## src/rtl/idli_pkg.sv

```systemverilog
// -----------------------------------------------------------------------------
// idli_pkg
// Shared types and constants for the idli core slice.
//   uart_tx_state_t : serialiser states of the UART transmitter.
//   UART_FRAME_BITS : bits per 8N1 frame (start + 8 data + stop).
//   UART_DATA_BITS  : data bits per frame.
// -----------------------------------------------------------------------------
package idli_pkg;

    typedef enum logic [1:0] {
        UART_TX_IDLE  = 2'd0,
        UART_TX_START = 2'd1,
        UART_TX_DATA  = 2'd2,
        UART_TX_STOP  = 2'd3
    } uart_tx_state_t;

    localparam int unsigned UART_FRAME_BITS = 10;
    localparam int unsigned UART_DATA_BITS  = UART_FRAME_BITS - 2;

endpackage

```

## src/rtl/idli_fifo_chk_m.sv

```systemverilog
// -----------------------------------------------------------------------------
// idli_fifo_chk_m
// Simulation-only protocol checker for idli_fifo_m.
//   clk, rst_n : clock and asynchronous active-low reset of the FIFO.
//   push, pop  : FIFO request strobes.
//   full, empty: FIFO status.
// A push into a full FIFO without a simultaneous pop, or a pop from an empty
// FIFO, means the producer/consumer handshake upstream is broken.
// -----------------------------------------------------------------------------
module idli_fifo_chk_m (
    input logic clk,
    input logic rst_n,
    input logic push,
    input logic pop,
    input logic full,
    input logic empty
);

    no_overflow_a: assert property (
        @(posedge clk) disable iff (!rst_n) !(push && full && !pop)
    );

    no_underflow_a: assert property (
        @(posedge clk) disable iff (!rst_n) !(pop && empty)
    );

endmodule

```

## src/rtl/idli_fifo_m.sv

```systemverilog
// -----------------------------------------------------------------------------
// idli_fifo_m
// Generic synchronous circular-buffer FIFO with explicit occupancy count.
//   clk, rst_n : clock, asynchronous active-low reset.
//   srst       : synchronous clear (empties the FIFO).
//   push       : write push_data at the tail this cycle.
//   push_data  : WIDTH-bit write data.
//   pop        : remove the head this cycle.
//   head       : current head entry (valid while !empty).
//   count      : occupancy, $clog2(DEPTH)+1 bits.
//   full/empty : status derived from count.
// DEPTH must be a power of two (>= 2) so the pointers wrap by overflow.
// Push and pop in the same cycle are legal even when full.
// -----------------------------------------------------------------------------
module idli_fifo_m #(
    parameter int unsigned WIDTH = 8,
    parameter int unsigned DEPTH = 4
) (
    input  logic                         clk,
    input  logic                         rst_n,
    input  logic                         srst,
    input  logic                         push,
    input  logic [WIDTH-1:0]             push_data,
    input  logic                         pop,
    output logic [WIDTH-1:0]             head,
    output logic [$clog2(DEPTH):0]       count,
    output logic                         full,
    output logic                         empty
);

    localparam int unsigned PTR_W = $clog2(DEPTH);
    localparam int unsigned CNT_W = PTR_W + 1;
    localparam logic [PTR_W-1:0] PTR_ONE = {{(PTR_W-1){1'b0}}, 1'b1};
    localparam logic [CNT_W-1:0] CNT_ONE = {{(CNT_W-1){1'b0}}, 1'b1};

    logic [WIDTH-1:0] mem_r [DEPTH];
    logic [PTR_W-1:0] wr_ptr_r;
    logic [PTR_W-1:0] rd_ptr_r;
    logic [CNT_W-1:0] count_r;
    logic             full_s;
    logic             empty_s;
    logic             wr_en_s;
    logic             rd_en_s;

    assign full_s  = (count_r == CNT_W'(DEPTH));
    assign empty_s = (count_r == {CNT_W{1'b0}});

    // A write into a full FIFO is only allowed when the head leaves the same cycle.
    assign wr_en_s = push && (!full_s || pop);
    assign rd_en_s = pop && !empty_s;

    // Storage array; no reset needed since count gates visibility.
    always_ff @(posedge clk) begin
        if (wr_en_s) begin
            mem_r[wr_ptr_r] <= push_data;
        end
    end

    // Pointers and occupancy count.
    always_ff @(posedge clk or negedge rst_n) begin
        if (!rst_n) begin
            wr_ptr_r <= {PTR_W{1'b0}};
            rd_ptr_r <= {PTR_W{1'b0}};
            count_r  <= {CNT_W{1'b0}};
        end else if (srst) begin
            wr_ptr_r <= {PTR_W{1'b0}};
            rd_ptr_r <= {PTR_W{1'b0}};
            count_r  <= {CNT_W{1'b0}};
        end else begin
            if (wr_en_s) begin
                wr_ptr_r <= wr_ptr_r + PTR_ONE;
            end
            if (rd_en_s) begin
                rd_ptr_r <= rd_ptr_r + PTR_ONE;
            end
            if (wr_en_s && !rd_en_s) begin
                count_r <= count_r + CNT_ONE;
            end else if (rd_en_s && !wr_en_s) begin
                count_r <= count_r - CNT_ONE;
            end
        end
    end

    assign head  = mem_r[rd_ptr_r];
    assign count = count_r;
    assign full  = full_s;
    assign empty = empty_s;

    idli_fifo_chk_m u_chk (
        .clk   (clk),
        .rst_n (rst_n),
        .push  (push),
        .pop   (pop),
        .full  (full_s),
        .empty (empty_s)
    );

endmodule

```

## src/rtl/idli_uart_tx_m.sv

```systemverilog
// -----------------------------------------------------------------------------
// idli_uart_tx_m
// UART transmitter: assembles nibble-serial writes from the core into bytes,
// buffers them and shifts them out as 8N1 frames.
//   i_sync_gck     : ungated clock. Must stay ungated so the buffer keeps
//                    draining while the core is stalled.
//   i_sync_rst_n   : asynchronous active-low reset.
//   i_uart_tx_vld  : nibble valid (lo nibble, then hi nibble next cycle).
//   i_uart_tx_data : data nibble.
//   o_uart_tx_acp  : registered; high when a whole byte slot is free.
//   o_uart_tx      : serial line, idle high, driven from a flop.
//   o_uart_tx_busy : frame on the line or bytes still buffered.
// -----------------------------------------------------------------------------
module idli_uart_tx_m
    import idli_pkg::*;
#(
    parameter int unsigned BAUD_DIV   = 16,
    parameter int unsigned FIFO_DEPTH = 4
) (
    input  logic       i_sync_gck,
    input  logic       i_sync_rst_n,
    input  logic       i_uart_tx_vld,
    input  logic [3:0] i_uart_tx_data,
    output logic       o_uart_tx_acp,
    output logic       o_uart_tx,
    output logic       o_uart_tx_busy
);

    localparam int unsigned CNT_W  = $clog2(FIFO_DEPTH) + 1;
    localparam int unsigned BAUD_W = 16;
    localparam logic [BAUD_W-1:0] BAUD_LAST = BAUD_W'(BAUD_DIV - 1);
    localparam logic [2:0]        BIT_LAST  = 3'(UART_DATA_BITS - 1);
    localparam logic [CNT_W-1:0]  CNT_ONE   = {{(CNT_W-1){1'b0}}, 1'b1};

    // Nibble assembler.
    logic             phase_r;       // 1 = lo nibble held, slot reserved
    logic             phase_nxt_s;
    logic [3:0]       lo_nib_r;
    logic [3:0]       lo_nib_nxt_s;
    logic             lo_wr_s;
    logic             hi_wr_s;
    logic             acp_r;
    logic             acp_nxt_s;

    // FIFO interface.
    logic             push_s;
    logic             pop_s;
    logic [7:0]       push_data_s;
    logic [7:0]       head_s;
    logic [CNT_W-1:0] count_s;
    logic [CNT_W-1:0] cnt_nxt_s;
    logic             full_s;
    logic             empty_s;

    // Serialiser.
    uart_tx_state_t   state_r;
    uart_tx_state_t   state_nxt_s;
    logic [BAUD_W-1:0] baud_r;
    logic [BAUD_W-1:0] baud_nxt_s;
    logic [2:0]       bit_r;
    logic [2:0]       bit_nxt_s;
    logic [7:0]       shift_r;
    logic [7:0]       shift_nxt_s;
    logic             tx_r;
    logic             tx_nxt_s;
    logic             baud_wrap_s;
    logic             bit_last_s;

    // ------------------------------------------------------------------
    // Nibble assembly
    // ------------------------------------------------------------------
    // The lo nibble needs a free slot; once reserved, the hi nibble is
    // always taken so the core never stalls mid-byte.
    assign lo_wr_s     = i_uart_tx_vld && !phase_r && acp_r;
    assign hi_wr_s     = i_uart_tx_vld && phase_r;
    assign push_data_s = {i_uart_tx_data, lo_nib_r};
    assign push_s      = hi_wr_s && (!full_s || pop_s);

    // Next phase and held lo nibble; a missing hi nibble just waits.
    always_comb begin
        phase_nxt_s  = phase_r;
        lo_nib_nxt_s = lo_nib_r;
        if (lo_wr_s) begin
            phase_nxt_s  = 1'b1;
            lo_nib_nxt_s = i_uart_tx_data;
        end else if (hi_wr_s) begin
            phase_nxt_s  = 1'b0;
        end else begin
            phase_nxt_s  = phase_r;
        end
    end

    // Occupancy after this edge, so acp reflects this cycle's push/pop.
    always_comb begin
        cnt_nxt_s = count_s;
        if (push_s && !pop_s) begin
            cnt_nxt_s = count_s + CNT_ONE;
        end else if (pop_s && !push_s) begin
            cnt_nxt_s = count_s - CNT_ONE;
        end else begin
            cnt_nxt_s = count_s;
        end
    end

    assign acp_nxt_s = ((32'(cnt_nxt_s) + 32'(phase_nxt_s)) < FIFO_DEPTH);

    // Nibble phase, held lo nibble and accept flag.
    always_ff @(posedge i_sync_gck or negedge i_sync_rst_n) begin
        if (!i_sync_rst_n) begin
            phase_r  <= 1'b0;
            lo_nib_r <= 4'd0;
            acp_r    <= 1'b1;
        end else begin
            phase_r  <= phase_nxt_s;
            lo_nib_r <= lo_nib_nxt_s;
            acp_r    <= acp_nxt_s;
        end
    end

    idli_fifo_m #(
        .WIDTH (8),
        .DEPTH (FIFO_DEPTH)
    ) u_fifo (
        .clk       (i_sync_gck),
        .rst_n     (i_sync_rst_n),
        .srst      (1'b0),
        .push      (push_s),
        .push_data (push_data_s),
        .pop       (pop_s),
        .head      (head_s),
        .count     (count_s),
        .full      (full_s),
        .empty     (empty_s)
    );

    // ------------------------------------------------------------------
    // Serialiser FSM
    // ------------------------------------------------------------------
    assign baud_wrap_s = (baud_r == BAUD_LAST);
    assign bit_last_s  = (bit_r == BIT_LAST);

    // State register.
    always_ff @(posedge i_sync_gck or negedge i_sync_rst_n) begin
        if (!i_sync_rst_n) begin
            state_r <= UART_TX_IDLE;
        end else begin
            state_r <= state_nxt_s;
        end
    end

    // Next-state logic; STOP chains straight into START for back-to-back frames.
    always_comb begin
        state_nxt_s = state_r;
        case (state_r)
            UART_TX_IDLE: begin
                if (!empty_s) begin
                    state_nxt_s = UART_TX_START;
                end else begin
                    state_nxt_s = UART_TX_IDLE;
                end
            end
            UART_TX_START: begin
                if (baud_wrap_s) begin
                    state_nxt_s = UART_TX_DATA;
                end else begin
                    state_nxt_s = UART_TX_START;
                end
            end
            UART_TX_DATA: begin
                if (baud_wrap_s && bit_last_s) begin
                    state_nxt_s = UART_TX_STOP;
                end else begin
                    state_nxt_s = UART_TX_DATA;
                end
            end
            UART_TX_STOP: begin
                if (baud_wrap_s && !empty_s) begin
                    state_nxt_s = UART_TX_START;
                end else if (baud_wrap_s) begin
                    state_nxt_s = UART_TX_IDLE;
                end else begin
                    state_nxt_s = UART_TX_STOP;
                end
            end
            default: begin
                state_nxt_s = UART_TX_IDLE;
            end
        endcase
    end

    // Output/datapath logic: pop, shifter, counters and next line level.
    always_comb begin
        pop_s       = 1'b0;
        shift_nxt_s = shift_r;
        baud_nxt_s  = baud_r;
        bit_nxt_s   = bit_r;
        tx_nxt_s    = 1'b1;

        pop_s = !empty_s && ((state_r == UART_TX_IDLE) ||
                             ((state_r == UART_TX_STOP) && baud_wrap_s));

        if (pop_s) begin
            shift_nxt_s = head_s;
        end else if ((state_r == UART_TX_DATA) && baud_wrap_s) begin
            shift_nxt_s = {1'b0, shift_r[7:1]};
        end else begin
            shift_nxt_s = shift_r;
        end

        // Wrapping to 0 on every advance also gives a 0 on every state entry.
        if (state_r == UART_TX_IDLE) begin
            baud_nxt_s = {BAUD_W{1'b0}};
        end else if (baud_wrap_s) begin
            baud_nxt_s = {BAUD_W{1'b0}};
        end else begin
            baud_nxt_s = baud_r + 16'd1;
        end

        // 3-bit counter naturally wraps 7->0 as DATA ends.
        if ((state_r == UART_TX_DATA) && baud_wrap_s) begin
            bit_nxt_s = bit_r + 3'd1;
        end else begin
            bit_nxt_s = bit_r;
        end

        // Line level is chosen from the state being entered so the flop
        // changes on the same edge as the state.
        case (state_nxt_s)
            UART_TX_IDLE:  tx_nxt_s = 1'b1;
            UART_TX_START: tx_nxt_s = 1'b0;
            UART_TX_DATA:  tx_nxt_s = shift_nxt_s[0];
            UART_TX_STOP:  tx_nxt_s = 1'b1;
            default:       tx_nxt_s = 1'b1;
        endcase
    end

    // Serialiser datapath registers; reset forces the line high at once.
    always_ff @(posedge i_sync_gck or negedge i_sync_rst_n) begin
        if (!i_sync_rst_n) begin
            baud_r  <= {BAUD_W{1'b0}};
            bit_r   <= 3'd0;
            shift_r <= 8'd0;
            tx_r    <= 1'b1;
        end else begin
            baud_r  <= baud_nxt_s;
            bit_r   <= bit_nxt_s;
            shift_r <= shift_nxt_s;
            tx_r    <= tx_nxt_s;
        end
    end

    assign o_uart_tx      = tx_r;
    assign o_uart_tx_acp  = acp_r;
    assign o_uart_tx_busy = (state_r != UART_TX_IDLE) || (count_s != {CNT_W{1'b0}});

endmodule

```

## config.mk

```make
export PLATFORM = sky130hd
export DESIGN_NAME = idli_uart_tx_m
export DESIGN_NICKNAME = d
export VERILOG_FILES = /design/src/rtl/idli_pkg.sv /design/src/rtl/idli_fifo_chk_m.sv /design/src/rtl/idli_fifo_m.sv /design/src/rtl/idli_uart_tx_m.sv
export SDC_FILE = /design/constraint.sdc
export NUM_CORES = 1
export LEC_CHECK = 0
export CORE_MARGIN = 4
export CORE_UTILIZATION = 55
export CTS_BUF_LIST = sky130_fd_sc_hd__clkbuf_2 sky130_fd_sc_hd__clkbuf_4 sky130_fd_sc_hd__clkbuf_8
export CTS_CLUSTER_SIZE = 16
export DETAILED_ROUTE_END_ITERATION = 10
export GPL_ROUTABILITY_DRIVEN = 0
export HOLD_SLACK_MARGIN = 0.15
export PLACE_DENSITY_LB_ADDON = 0.12
export SYNTH_ARGS = -nofsm -noshare
export SYNTH_HDL_FRONTEND = slang
export SYNTH_SLANG_ARGS = --single-unit
```

## constraint.sdc

```tcl
create_clock -name i_sync_gck -period 2.51 [get_ports i_sync_gck]
set_input_delay 0.3765 -clock i_sync_gck [delete_from_list [all_inputs] [get_ports i_sync_gck]]
set_output_delay 0.3765 -clock i_sync_gck [all_outputs]
set_load 0.01 [all_outputs]
```

==> results of run 1 <==
## registers in the layout (all words and copies together) (netlist names), 3 cells and up
name	flops
lo_nib_r	4
bit_r	3
u_fifo.count	3
u_fifo.mem_r	32
baud_r	16
shift_r	8
## final cells by class
type	count	area, µm²
well taps	75	93.8
flip-flops and latches	75	2040
inverters	10	37.5
clock buffers	9	124
multi-input cells	168	1350
clock inverters	7	98.8
repair buffers	23	193
fillers	466	2080
## path summary, 6_finish.rpt
| check | slack (ns) | end | cells past startpoint |
|---|---|---|---|
| setup / recovery | 0.1 | u_fifo.count[2] | 8 |
| hold / removal | 0.48 | bit_r[0] | 1 |
| setup reg to reg | 0.1 | u_fifo.count[2] | 8 |
| hold reg to reg | 0.48 | bit_r[0] | 1 |
| max in group asynchronous | 1.28 | bit_r[2] | 3 |
| min in group asynchronous | 0.53 | baud_r[10] | 2 |
## cells by family (layout without fill, tap and decap cells)
| family | Yosys count | count (layout) | synth area share, % |
|---|---|---|---|
| AOI/OAI and AO/OA | 33 | 33 | 8.07 |
| xor gates and xnor gates | 23 | 23 | 5.83 |
| adders and majority gates | 13 | 13 | 4.71 |
| buffers and inverters | 19 | 49 | 2.17 |
| DFF | 75 | 75 | 59.0 |
| muxes | 15 | 15 | 7.46 |
| and+or+nand+nor | 84 | 84 | 12.7 |
## power breakdown
part / total, µW / switching [µW] / leakage (µW) / internal [µW]
Clock: 1010 / 446 / 0.000112 / 567
Sequential: 1610 / 129 / 0.000827 / 1480
Combinational: 682 / 346 / 0.000683 / 337
Total: 3300 / 921 / 0.00162 / 2380
## what timing repair did
action                                  in CTS  in global routing
resized for setup                            0                  3
hold endpoints to repair                    18                  0
endpoints found under the setup margin       0                  1
hold buffers                                 1                  0
## layout by cell type, fill, tap and decap left out, types with 3 or more instances in the layout
cell type,synthesis,final
mux4_2,8,8
edfxtp_1,32,32
nor2b_1,3,3
dfrtp_1,41,40
xnor2_1,10,10
o21ai_0,5,5
mux2_2,6,6
nand2_1,18,18
and2_1,4,4
nand4_1,3,3
inv_1,9,9
clkbuf_8,0,9
ha_1,13,12
nor2_1,28,28
and3_1,5,5
xor2_1,13,13
nand3_1,7,7
a21o_1,6,6
clkdlybuf4s50_1,0,8
a21oi_1,3,3
buf_4,0,13
a22o_1,7,7
## routing by layer
| layer | track usage (%) | vias to the layer above | routed length [µm] |
|---|---|---|---|
| met2 | 26.7 | 26 | 2870 |
| met3 | 3.50 | 7 | 148 |
| met1 | 23.8 | 981 | 2720 |
| met4 | 7.11 | 0 | 63 |
| met5 | 0 | - | 0 |
| li1 | - | 1003 | - |
## worst max-delay path: cells and delay by family (launching register included)
kind / cells / cell delay [ns]
and+or+nand+nor: 4 / 0.93
AOI/OAI and AO/OA: 1 / 0.34
adders and majority gates: 1 / 0.27
muxes: 1 / 0.20
DFF: 1 / 0.42
xor gates and xnor gates: 1 / 0.14
## stage by stage
step,power (µW),hold WS (ns)
floorplan,2050,0.0809
global placement,2260,0.370
detailed placement,2280,0.371
CTS,3300,0.482
global route,3490,0.508
finish,3300,0.480
==> run_results.csv, run 1 <==
group,metric,value,unit
outcome,outcome,"completed",
power_and_ir_drop,p_per_area,838,nW/µm²
synth,synth_top_cells_by_count,"41 x dfrtp_1, 32 x edfxtp_1, 28 x nor2_1, 18 x nand2_1",
setup_path,worstPathArrival,2.62,ns
clocking,cts_tree,"done",
clocking,htree_levels,3,
grt,grt_pass1_vias,2014,
route,drtAntennaViolNets,0,
setup_path,endpoint_kind,"register",
timing,tightestPinTransition,0.493,ns
setup_path,worstPathCellList,"nor4_1 -> and4_4 -> nand3_4 -> a41oi_4 -> ha_1 -> mux2i_1 -> nor2_1 -> xor2_1",
synth,yosysWarnings,0,
floorplanning,core-area,6030,µm²
floorplanning,io_pins,10,
route,viasPerCell,5.50,
grt,grt.total_usage,17.2,%
finish,final_area,3940,µm²
clocking,root_buffer,"clkbuf_8",
grt,grt_overflow_total,0,
job,max_cap_violations,0,
grt,grt_pass1_wl,9790,µm
place,dp_hpwl,4210,µm
finish,syn_to_final_growth,14.0,%
floorplanning,die_w,87.3,µm
setup_path,startpoint,"baud_r[12]",
setup_path,r2r-start,"baud_r[12]",
synth,syn_nets,282,
synth,synthFlopType,"dfrtp_1",
route,drtIter0Drc,106,
setup_path,max_stage_delay,0.42,ns
setup_path,worstSetupStartpointType,"register",
timing,slew_headroom,67.1,%
setup_path,crit_type,"register to register",
place,placedCellCount,350,
timing,rsz0062_at_grt,"no",
finish,nets,307,
synth,async_flop_share,57.3,%
floorplanning,dieHeight,87.3,µm
synth,synth.distinct_cells,47,
setup_path,worst_path_max_delay_cell,"dfrtp_1",
synth,syn_area_per_cell,13.2,µm²
finish,antenna_cells,0,
floorplanning,dieArea,7620,µm²
timing,hold_violations,0,
synth,yosysMostFrequentCell,"dfrtp_1",
timing,fin_crit_sh,96.2,%
finish,drive_gt1_share,20.2,%
worst_hold_path,min_from,"bit_r[0]",
synth,syn_area,3460,µm²
timing,period_minus_slack,2.41,ns
timing,finalSetupTns,0,ns
route,firstDrtPassIters,4,
timing,setup_viol,0,
power_and_ir_drop,p_leak,0.00162,µW
floorplanning,placementRows,28,
synth,yosys.area.top_type,"dfrtp_1",
grt,grt_max_degree,24,
synth,synthCells,262,
timing,timing.fmax,0.414,GHz
route,wl,5800,µm
floorplanning,start_util,57.4,%
place,pre_cts_ws,0.101,ns
clocking,clk_pin_slew,0.08,ns
setup_path,path_max_fanout,7,
synth,ys_seq_area_share,59.0,%
clocking,cts_buffer_depth,2,
setup_path,cp.required,2.72,ns
power_and_ir_drop,max-vdd-ir-drop,506,µV
clocking,cts_buffers,9,
grt,antenna_found_initial,0,
route,wl_per_cell,15.8,µm
route,drc_errors,0,
synth,synthTopCellsByArea,"dfrtp_1 30%, edfxtp_1 28%, mux4_2 5.2%, ha_1 4.7%, xor2_1 3.3%",
finish,fin_cells,367,
timing,layout_setup_ws,0.0953,ns
route,num_vias,2017,
worst_hold_path,min_path_type,"register to register",
finish,fin_util,65.4,%
place,io_buffers,9,
synth,ys_ff_latch,75,
synth,yosysTopAreaCellShare,29.7,%
place,place_area,3690,µm²
timing,slew_violations,0,
clocking,clkSinkCount,75,
clocking,clk_latency,0.33,ns
synth,synth_edf_count,32,
clocking,cts_setup_buffers,0,
timing,fin_skew,0.0113,ns
(Power assumes the default switching activity.)
==> run 2, diff against run 1 <==
SKIP_LAST_GASP = 1   (was default)
==> results of run 2 <==
The final DEF is identical to that of run 1; final timing and power are the same.
==> run 3, diff against run 2 <==
CORE_UTILIZATION = 63   (was 55)
==> run 3 against run 2 <==
  * Die area decreased by 12%
  * Clock-buffer cell count increased by 1
  * Cell count decreased by 1.4%
  * Clock power decreased by 17%
  * Hold slack improved by 0.0034 ns
  * Final area decreased by 1.5%
  * Flip-flop and latch count unchanged
  * Via count increased by 4.2%
  * Sequential share of layout area increased by 0.77 points
  * First-iteration DRC count decreased by 20%
  * Non-clock buffer count unchanged
  * Global-route usage increased by 3.7 points
  * Largest power group unchanged
==> run_results.csv, run 3 (synthesis gave the netlist of run 1 again) <==
group,metric,value,unit
timing,hold_violations,0,
setup_path,cp.required,2.13,ns
setup_path,r2r-start,"baud_r[0]",
worst_hold_path,min_path_type,"register to register",
timing,setup_viol,0,
setup_path,r2r_cells,9,
route,wl,6150,µm
floorplanning,dieHeight,82.1,µm
clocking,root_buffer,"clkbuf_8",
clocking,cts_buffers,9,
setup_path,crit_type,"register to primary output",
grt,use_met3,5.81,%
grt,grt_max_degree,25,
grt,antenna_found_initial,0,
route,wl_per_cell,17.0,µm
finish,fin_cells,362,
grt,grtUsageMet2,34.4,%
grt,grt_pass1_vias,2114,
place,placedCellCount,343,
finish,final_cell_mix,"40 x dfrtp_1, 32 x edfxtp_1, 28 x nor2_1, 18 x nand2_1",
power_and_ir_drop,p_per_area,795,nW/µm²
grt,grt_overflow_total,0,
timing,fin_skew,0.0146,ns
floorplanning,io_pins,10,
timing,tightestPinTransition,0.517,ns
route,drc_errors,0,
finish,largestRegisters,"u_fifo.mem_r (32), baud_r (16), shift_r (8)",
finish,regMostFlops,"u_fifo.mem_r",
grt,grt_pass1_wl,10200,µm
timing,rsz0062_at_grt,"no",
timing,fin_crit_sh,95.2,%
finish,multi_input_area,1350,µm²
setup_path,path_max_fanout,8,
route,viasPerCell,5.81,
setup_path,r2r_slack,0.16,ns
outcome,outcome,"completed",
setup_path,worstPathArrival,2.01,ns
power_and_ir_drop,max-vdd-ir-drop,755,µV
floorplanning,core-area,5200,µm²
power_and_ir_drop,p_total,3090,µW
finish,syn_to_final_growth,12.4,%
route,firstDrtPassIters,4,
clocking,htree_levels,3,
route,drtAntennaViolNets,0,
floorplanning,die_w,82.1,µm
grt,busiest_layer,"met2",
clocking,clk_latency,0.35,ns
setup_path,r2r_end,"u_fifo.count[2]",
finish,nets,307,
finish,drive_gt1_share,20.2,%
grt,grt_use_met1,27.4,%
clocking,cts_buffer_depth,2,
place,dp_hpwl,4460,µm
timing,slew_violations,0,
setup_path,worstSetupStartpointType,"register",
setup_path,startpoint,"u_fifo.count[0]",
clocking,cts_tree,"done",
timing,timing.fmax,0.419,GHz
floorplanning,placementRows,26,
timing,finalSetupTns,0,ns
setup_path,critPathCapture,"o_uart_tx_busy",
grt,grt.total_usage,21.0,%
job,max_cap_violations,0,
floorplanning,dieArea,6730,µm²
place,io_buffers,9,
timing,slew_headroom,65.5,%
route,drtIter0Drc,85,
clocking,clk_pin_slew,0.08,ns
floorplanning,start_util,66.4,%
setup_path,endpoint_kind,"primary output",
timing,worst_hold_slack,0.483,ns
power_and_ir_drop,p_leak,0.00160,µW
finish,antenna_cells,0,
route,num_vias,2102,
finish,largest_register_ffs,32,
clocking,clkSinkCount,75,
finish,n_fill_cell,359,
finish,final_common_cell,"dfrtp_1",
timing,period_minus_slack,2.39,ns
finish,regArea,2040,µm²
==> run 3: changes by cell type in the layout (fill, tap and decap cells not counted), sizes merged <==
cell / change
clkbuf: +1
clkinvlp: +1
clkinv: -1
bufinv: -2
inv: +1
==> run 3: worst min-delay path by stage <==
stage / startpoint / endpoint / depth (start not counted)
after floorplan: i_sync_rst_n / baud_r[0] / 0
after global placement: i_sync_rst_n / u_fifo.rd_ptr_r[1] / 1
after detailed placement: i_sync_rst_n / shift_r[6] / 1
after CTS: baud_r[0] / baud_r[0] / 1
after global routing: baud_r[0] / baud_r[0] / 1
final: bit_r[0] / bit_r[0] / 1
==> run 3: final cells by class <==
class,count,area share (%)
Tap cell,70,2.26
Timing Repair Buffer,23,4.96
Inverter,10,0.966
Clock inverter,6,1.19
Sequential cell,75,52.5
Clock buffer,10,3.38
Multi-Input combinational cell,168,34.7
==> run 3: timing repair <==
item | in CTS | in global routing
gates resized for setup | 0 | 2
hold endpoints to repair | 22 | 0
buffers inserted | 0 | 2
endpoints found under the setup margin | 0 | 10
hold buffers | 1 | 0
==> run 3: through the flow <==
| step | cell area, µm² | utilization (%) | setup WS [ns] |
|---|---|---|---|
| 2_1_floorplan | 3460 | - | 0.321 |
| 3_3_place_gp | 3670 | 70.6 | 0.179 |
| 3_5_place_dp | 3670 | 70.6 | 0.0672 |
| 4_1_cts | 3860 | 74.2 | 0.0457 |
| 5_1_grt | 3880 | 74.6 | 0.00244 |
| 6_report | 3880 | 74.6 | 0.121 |
==> run 3: where the power goes <==
group / total [µW] / switching [µW] / internal [µW] / leakage (µW)
clock network: 835 / 457 / 379 / 0.0000887
logic: 624 / 325 / 299 / 0.000685
registers: 1630 / 149 / 1480 / 0.000827
==> run 3: critical path: stages (launching register included) <==
cell             delay [ns]
dfrtp_2                0.47
inv_1                  0.12
ha_1                   0.27
nor2b_1                0.21
nand2_1                0.10
clkdlybuf4s50_1        0.49
==> run 3: routing by layer <==
layer  up-vias  wire length (µm)
li1        997                 -
met1      1054              2760
met2        45              3060
met3         6               298
met4         0                38
met5         -                 0
